--- src/rtl/seq_ctrl_bench_pkg.sv ---
// -----------------------------------------------------------------------------
// seq_bench_pkg
// Shared types and helpers for the seq_ctrl_my controller.
//   state_t      : controller FSM encoding (IDLE/LOAD/RUN/DONE)
//   lfsr_step    : one shift of the W-bit datapath LFSR, W passed at call time
//   CH_* / chain_len : scan-chain ordering (state first, nearest SI)
// Optional feature macro used by the top: SCAN_CHAIN_EN.
// -----------------------------------------------------------------------------
package seq_bench_pkg;

    typedef enum logic [1:0] {
        IDLE = 2'd0,
        LOAD = 2'd1,
        RUN  = 2'd2,
        DONE = 2'd3
    } state_t;

    // Widest datapath lfsr_step can handle; the top zero-extends into it.
    localparam int LFSR_MAX_W = 64;

    // Scan chain order is SI->state->PTR->cnt->acc->DATA_OUT->GNT->SO.
    // Fields further along the chain start at offsets derived from the
    // parameter-dependent widths, so only the fixed head is pinned here.
    localparam int CH_STATE_LSB = 0;
    localparam int CH_STATE_W   = 2;
    localparam int CH_PTR_LSB   = CH_STATE_LSB + CH_STATE_W;

    function automatic int chain_len(input int pw, input int cnt_w, input int w, input int n_ch);
        return CH_STATE_W + pw + cnt_w + 2 * w + n_ch;
    endfunction

    // acc <= {acc[w-2:0], acc[w-1] ^ acc[w-2]}, computed on a wide vector and
    // masked back to w bits so one function serves every datapath width.
    function automatic logic [LFSR_MAX_W-1:0] lfsr_step(input logic [LFSR_MAX_W-1:0] v,
                                                        input int unsigned             w);
        logic [LFSR_MAX_W-1:0] top2;
        logic [LFSR_MAX_W-1:0] mask;
        logic [LFSR_MAX_W-1:0] r;
        top2 = v >> (w - 2);
        mask = (w >= LFSR_MAX_W) ? '1 : ((LFSR_MAX_W'(1) << w) - LFSR_MAX_W'(1));
        r    = ((v << 1) | {{(LFSR_MAX_W-1){1'b0}}, top2[1] ^ top2[0]}) & mask;
        return r;
    endfunction

endpackage

--- src/rtl/seq_ctrl_bench_rr_pick.sv ---
// -----------------------------------------------------------------------------
// rr_pick
// Combinational round-robin picker.
//   req  [N_CH-1:0] : request vector
//   ptr  [PW-1:0]   : highest-priority channel this round
//   pick [N_CH-1:0] : one-hot winner (first set bit scanning ptr, ptr+1, ...)
//   any             : at least one request present
// -----------------------------------------------------------------------------
module rr_pick #(
    parameter int N_CH = 4,
    parameter int PW   = 2
) (
    input  logic [N_CH-1:0] req,
    input  logic [PW-1:0]   ptr,
    output logic [N_CH-1:0] pick,
    output logic            any
);

    int              s;
    logic [N_CH-1:0] rot;
    logic [N_CH-1:0] low;

    always_comb begin
        // A pointer outside 0..N_CH-1 can only appear after a scan load;
        // treat it as channel 0 so the pick stays one-hot.
        s    = (int'(ptr) >= N_CH) ? 0 : int'(ptr);
        // Rotate so ptr sits at bit 0, isolate the lowest set bit, rotate back.
        rot  = (req >> s) | (req << (N_CH - s));
        low  = rot & (~rot + N_CH'(1));
        pick = (low << s) | (low >> (N_CH - s));
        any  = |req;
    end

endmodule

// rtl/seq_ctrl_my.sv
// -----------------------------------------------------------------------------
// seq_ctrl_my
// N_CH requesters share one W-bit LFSR datapath. A round-robin winner is
// granted, its seed is loaded, the LFSR runs RUN_LEN steps and the result is
// strobed out with a per-channel completion pulse.
//
// Ports
//   CK, RST      clock (rising), synchronous active-high reset
//   REQ          per-channel level request, held until its DONE_P
//   LOAD_VAL     per-channel seeds, channel i at [i*W +: W]
//   HOLD         global stall (freezes state/acc/cnt/PTR, masks strobes)
//   GNT          registered one-hot grant
//   BUSY         high in LOAD/RUN/DONE
//   DATA_OUT     last result, held until the next completed job
//   DATA_VLD     1-cycle result strobe
//   DONE_P       1-cycle completion pulse on the granted channel bit
//   ERR          1-cycle abort pulse (granted request dropped mid-job)
//   SE, SI, SO   scan enable / in / out, present only with SCAN_CHAIN_EN
//
// Optional feature: define SCAN_CHAIN_EN to add the scan chain. Without it
// the block behaves exactly as with SE tied low.
// -----------------------------------------------------------------------------
module seq_ctrl_my
    import seq_bench_pkg::*;
#(
    parameter int N_CH    = 4,
    parameter int W       = 8,
    parameter int RUN_LEN = 5
) (
    input  logic              CK,
    input  logic              RST,
    input  logic [N_CH-1:0]   REQ,
    input  logic [N_CH*W-1:0] LOAD_VAL,
    input  logic              HOLD,
`ifdef SCAN_CHAIN_EN
    input  logic              SE,
    input  logic              SI,
    output logic              SO,
`endif
    output logic [N_CH-1:0]   GNT,
    output logic              BUSY,
    output logic [W-1:0]      DATA_OUT,
    output logic              DATA_VLD,
    output logic [N_CH-1:0]   DONE_P,
    output logic              ERR
);

    localparam int CNT_W = $clog2(RUN_LEN) + 1;
    localparam int PW    = $clog2(N_CH);

    state_t           st;
    logic [PW-1:0]    ptr;
    logic [CNT_W-1:0] cnt;
    logic [W-1:0]     acc;

    logic [N_CH-1:0]  pick;
    logic             any_req;
    logic [PW-1:0]    gidx;
    logic [PW-1:0]    ptr_nxt;
    logic [W-1:0]     seed;
    logic [W-1:0]     acc_nxt;
    logic             req_ok;

    rr_pick #(
        .N_CH (N_CH),
        .PW   (PW)
    ) u_pick (
        .req  (REQ),
        .ptr  (ptr),
        .pick (pick),
        .any  (any_req)
    );

    // Granted-channel decode: index, its seed, whether it still requests,
    // and the pointer to use once this job ends (done or aborted).
    always_comb begin
        gidx = '0;
        seed = '0;
        for (int i = 0; i < N_CH; i++) begin
            if (GNT[i]) begin
                gidx = PW'(i);
                seed = seed | LOAD_VAL[i*W +: W];
            end
        end
        req_ok  = |(REQ & GNT);
        ptr_nxt = (gidx == PW'(N_CH - 1)) ? '0 : gidx + PW'(1);
        acc_nxt = W'(lfsr_step(LFSR_MAX_W'(acc), W));
    end

    assign BUSY = (st != IDLE);

`ifdef SCAN_CHAIN_EN
    localparam int CH_LEN      = chain_len(PW, CNT_W, W, N_CH);
    localparam int CH_CNT_LSB  = CH_PTR_LSB + PW;
    localparam int CH_ACC_LSB  = CH_CNT_LSB + CNT_W;
    localparam int CH_DOUT_LSB = CH_ACC_LSB + W;
    localparam int CH_GNT_LSB  = CH_DOUT_LSB + W;

    // Bit 0 is the flop nearest SI; each shift moves every bit one step up.
    logic [CH_LEN-1:0] chain;
    logic [CH_LEN-1:0] chain_sh;

    assign chain    = {GNT, DATA_OUT, acc, cnt, ptr, st};
    assign chain_sh = {chain[CH_LEN-2:0], SI};
    assign SO       = chain[CH_LEN-1];
`endif

    always_ff @(posedge CK) begin
        if (RST) begin
            st       <= IDLE;
            ptr      <= '0;
            cnt      <= '0;
            acc      <= '0;
            GNT      <= '0;
            DATA_OUT <= '0;
            DATA_VLD <= 1'b0;
            DONE_P   <= '0;
            ERR      <= 1'b0;
        end
`ifdef SCAN_CHAIN_EN
        else if (SE) begin
            st       <= state_t'(chain_sh[CH_STATE_LSB +: CH_STATE_W]);
            ptr      <= chain_sh[CH_PTR_LSB  +: PW];
            cnt      <= chain_sh[CH_CNT_LSB  +: CNT_W];
            acc      <= chain_sh[CH_ACC_LSB  +: W];
            DATA_OUT <= chain_sh[CH_DOUT_LSB +: W];
            GNT      <= chain_sh[CH_GNT_LSB  +: N_CH];
            DATA_VLD <= 1'b0;
            DONE_P   <= '0;
            ERR      <= 1'b0;
        end
`endif
        else begin
            DATA_VLD <= 1'b0;
            DONE_P   <= '0;
            ERR      <= 1'b0;
            case (st)
                IDLE: begin
                    if (!HOLD && any_req) begin
                        GNT <= pick;
                        st  <= LOAD;
                    end
                end
                LOAD, RUN: begin
                    if (!req_ok) begin
                        // Abort wins over HOLD for the state change; the
                        // ERR strobe itself stays masked while stalled.
                        st  <= IDLE;
                        GNT <= '0;
                        ptr <= ptr_nxt;
                        ERR <= !HOLD;
                    end else if (!HOLD) begin
                        if (st == LOAD) begin
                            acc <= seed;
                            cnt <= CNT_W'(RUN_LEN - 1);
                            st  <= RUN;
                        end else begin
                            // Step on every RUN cycle including cnt==0,
                            // giving exactly RUN_LEN steps.
                            acc <= acc_nxt;
                            if (cnt == '0) st <= DONE;
                            else           cnt <= cnt - CNT_W'(1);
                        end
                    end
                end
                DONE: begin
                    if (!HOLD) begin
                        DATA_OUT <= acc;
                        DATA_VLD <= 1'b1;
                        DONE_P   <= GNT;
                        GNT      <= '0;
                        ptr      <= ptr_nxt;
                        st       <= IDLE;
                    end
                end
            endcase
        end
    end

endmodule

--- config.mk ---
export PLATFORM = sky130hd
export DESIGN_NAME = seq_ctrl_my
export DESIGN_NICKNAME = d
export VERILOG_FILES = /design/src/rtl/seq_ctrl_bench_pkg.sv /design/src/rtl/seq_ctrl_bench_rr_pick.sv /design/src/rtl/seq_ctrl_my.sv
export SDC_FILE = /design/constraint.sdc
export NUM_CORES = 1
export LEC_CHECK = 0
export CAP_MARGIN = 20
export CORE_ASPECT_RATIO = 1.2
export CORE_MARGIN = 10
export CORE_UTILIZATION = 48
export DETAILED_ROUTE_END_ITERATION = 7
export PLACE_DENSITY = 0.78
export RECOVER_POWER = 25
export SLEW_MARGIN = 20
export SYNTH_ARGS = -nofsm -noshare
export SYNTH_HDL_FRONTEND = slang
export SYNTH_SLANG_ARGS = --single-unit
--- constraint.sdc ---
create_clock -name CK -period 2.3 [get_ports CK]
set_input_delay 0.345 -clock CK [delete_from_list [all_inputs] [get_ports CK]]
set_output_delay 0.345 -clock CK [all_outputs]
set_load 0.01 [all_outputs]
==> impl_results.md <==
* Status: complete, no violations
* Antenna-violating nets left at 0
* Worst Hold Depth at 2
* Reg2reg end: GNT[3]
* P per Cell Area at 647.2 mW/mm²
* Fin. max-slew vios at 0
* Asr flop ratio synth at 0%
* Worst skew pair latency at around 0.29 ns
* Final min period at between 2 and 2.5 ns
* Grt ovf at 0
* Core Region at between 0.004 and 0.005 mm²
* WP data required at roughly 2.5 ns
* # rows at 26
* Initial antenna violation count at 0
* Share of layout cells above drive strength 1 at around a tenth
* Yosys reg bits at 34
* HPWL after DPL at about 4900 µm
* Prevailing post-synth register cell: dfxtp_1
* H-Tree Depth at 2
* Fin crit share at slightly above 90%
* Top cell type by total area after synthesis: dfxtp_1
* I/O Buffers at 57
* Mapped Nets at approximately 310
* DR iter-0 viols at about 160
* Via Count at roughly 2300
* Endpoint class of the critical path: flip-flop
* Max_cap viols at 0
* Sequential share of the synthesized area at 31.79%
* WL final at 6441 µm
* Cts bufs inserted at 5
* Worst reg2reg path depth at 7
* Drt wl/cell at about 17 µm
* Crit-path max FO at 6
* Die height at around 93 µm
* Util after Layout at approximately two thirds
* Drt pass-1 iters at 4
* Top-area cell type share of the netlist area at between 30% and 40%
* Die ar. at 0.007542 mm²
* FF/Latch Area at 680.7 µm²
* Synth Instances at 269
* Unrepaired setup endpoints after global routing: no
* Crit path launch type: flip-flop
* Clock tree buffer depth at 2
* Count of different cell masters after synthesis at 56
* Synthesized area at approximately 0.0021 mm²
* Die W at ~80 µm
* Register clock-pin slew on the reported worst setup and hold paths at 0.08 ns
* Routability congestion estimate at between 0.9 and 1
* CP Class: reg -> reg
* Placed cells at about 370
* I/O Pins at between 50 and 60
* Syn avg cell area at 7.958 µm²
* Initial cell density of the core at 49.85%
* Gates resized, CTS repair at 0
* DRC errors left at 0
* Max Clock Skew at between 0.008 and 0.009 ns
* Largest net degree at the start of global routing at 27
* Post-CTS Setup Bufs at 0
* Synth warnings at 0
* First-pass GRT wire length at ~10000 µm
* Min-delay src: DATA_OUT[0]
* DR vias/cell at a little under 6
* Max VDD drop at about 360 µV
* CTS tree: built
* All-Layer GR Usage at approximately 16%
* Endpoints failing hold at 0
* Nets at about 370
* Fin cells at ~380
* Layout area overhead at 35.24%
* Number of global-route vias before repair at 2067
* Final setup fails at 0
* R2R Setup Slk at 0.17 ns
* Worst hold endpoint: DATA_OUT[0]
* ANT cells at 0
* Clk sinks at 34
* Hold_buf cts at 0
* Number of flops mapped to enable cells by yosys at 0
* Commonest cells in the netlist: 34 x dfxtp_1, 34 x nand2_1, 31 x a21oi_1
* Pleak at 1.025 nW
* Setup TNS at 0 ns
* Type of the tightest min-delay check: reg -> reg
* Slew Limit Headroom at 59.97%
* Reg2reg start: ptr[1]
* Ranking of synthesized cells by area: dfxtp_1 32%, a22oi_1 7.4%, a21oi_1 7.2%
* Fillers at roughly 380
* Multi-input gate area at 0.001286 mm²
* Worst-margin pin slew at roughly 0.60 ns
* Worst EP arrival at about 2.4 ns
* Root Buffer Master: clkbuf_8
* Fmax at between 0.4 and 0.5 GHz
-- cell families (layout without fill, tap and decap cells) --
group | count (synthesis) | count (layout) | synth area share [%]
flops | 34 | 34 | 31.79
compound gates | 98 | 98 | 31.97
simple gates | 91 | 91 | 21.86
fa+ha+maj | 6 | 6 | 3.507
mux | 4 | 4 | 2.045
xor+xnor | 1 | 1 | 0.4092
buf+inv | 35 | 91 | 8.416
-- layout by cell type (no fill, tap or decap), types with 5 or more instances in the layout --
cell / synthesis / routed
nand2_1: 34 / 34
a21oi_1: 31 / 31
buf_4: 1 / 14
dlygate4sd3_1: 0 / 12
nand3_1: 9 / 9
dfxtp_1: 34 / 34
ha_1: 6 / 6
nor3_1: 5 / 5
nor4_1: 8 / 7
nor2_1: 10 / 10
clkbuf_8: 0 / 5
clkdlybuf4s50_1: 0 / 45
o21ai_0: 6 / 6
a22oi_1: 21 / 21
inv_1: 12 / 12
o211ai_1: 11 / 11
or3_1: 5 / 5
-- registers in the layout (all words and copies together), names as in the netlist --
| signal | count |
|---|---|
| GNT | 4 |
| acc | 8 |
| st | 2 |
| ptr | 2 |
| cnt | 4 |
| DATA_VLD | 1 |
| ERR | 1 |
| DONE_P | 4 |
| DATA_OUT | 8 |
-- routing by layer --
metal  global-route usage, %  share of wire [%]
met5                       0                  0
met3                   3.448                8.4
met4                   5.780                1.6
met1                   18.69                 41
met2                   28.39                 49
-- where the power goes --
part	internal, mW	switching (mW)	total (mW)
registers	0.609	0.0223	0.632
logic	0.260	0.315	0.575
clock network	0.434	0.233	0.667
total	1.30	0.570	1.87
-- layout make-up --
class	count	area share [%]
Sequential cell	34	23.51
Multi-Input combinational cell	200	44.43
Inverter	12	1.556
Timing Repair Buffer	71	23.34
Clock inverter	3	2.377
Clock buffer	5	2.377
Tap cell	56	2.420
-- through the flow --
step / hold WS, ns / setup WS, ns / power (mW) / cell area [µm²]
global route: 0.4834 / 0.02883 / 1.943 / 2895
floorplan: 0.4231 / 0.2739 / 1.015 / 2141
global placement: 0.4444 / 0.08548 / 1.204 / 2751
detailed placement: 0.4481 / 0.07480 / 1.208 / 2751
CTS: 0.4588 / 0.08746 / 1.876 / 2889
finish: 0.4498 / 0.1662 / 1.874 / 2895
-- worst max path at each step --
stage,startpoint,endpoint,cells past startpoint,slack [ns]
6_report,ptr[1],GNT[3],7,0.17
5_1_grt,ptr[1],GNT[3],7,0.03
4_1_cts,ptr[1],GNT[3],7,0.09
3_5_place_dp,REQ[3],GNT[3],6,0.07
3_3_place_gp,REQ[3],GNT[1],6,0.09
2_1_floorplan,ptr[0],GNT[1],9,0.27
-- worst max-delay path: stages (launching register included) --
cell and delay, ns:
dfxtp_1 0.41, inv_1 0.15, ha_1 0.42, or2_0 0.35, o221ai_1 0.22, a211oi_1 0.25
a22oi_1 0.10, o211ai_1 0.16
(Power assumes the default switching activity.)
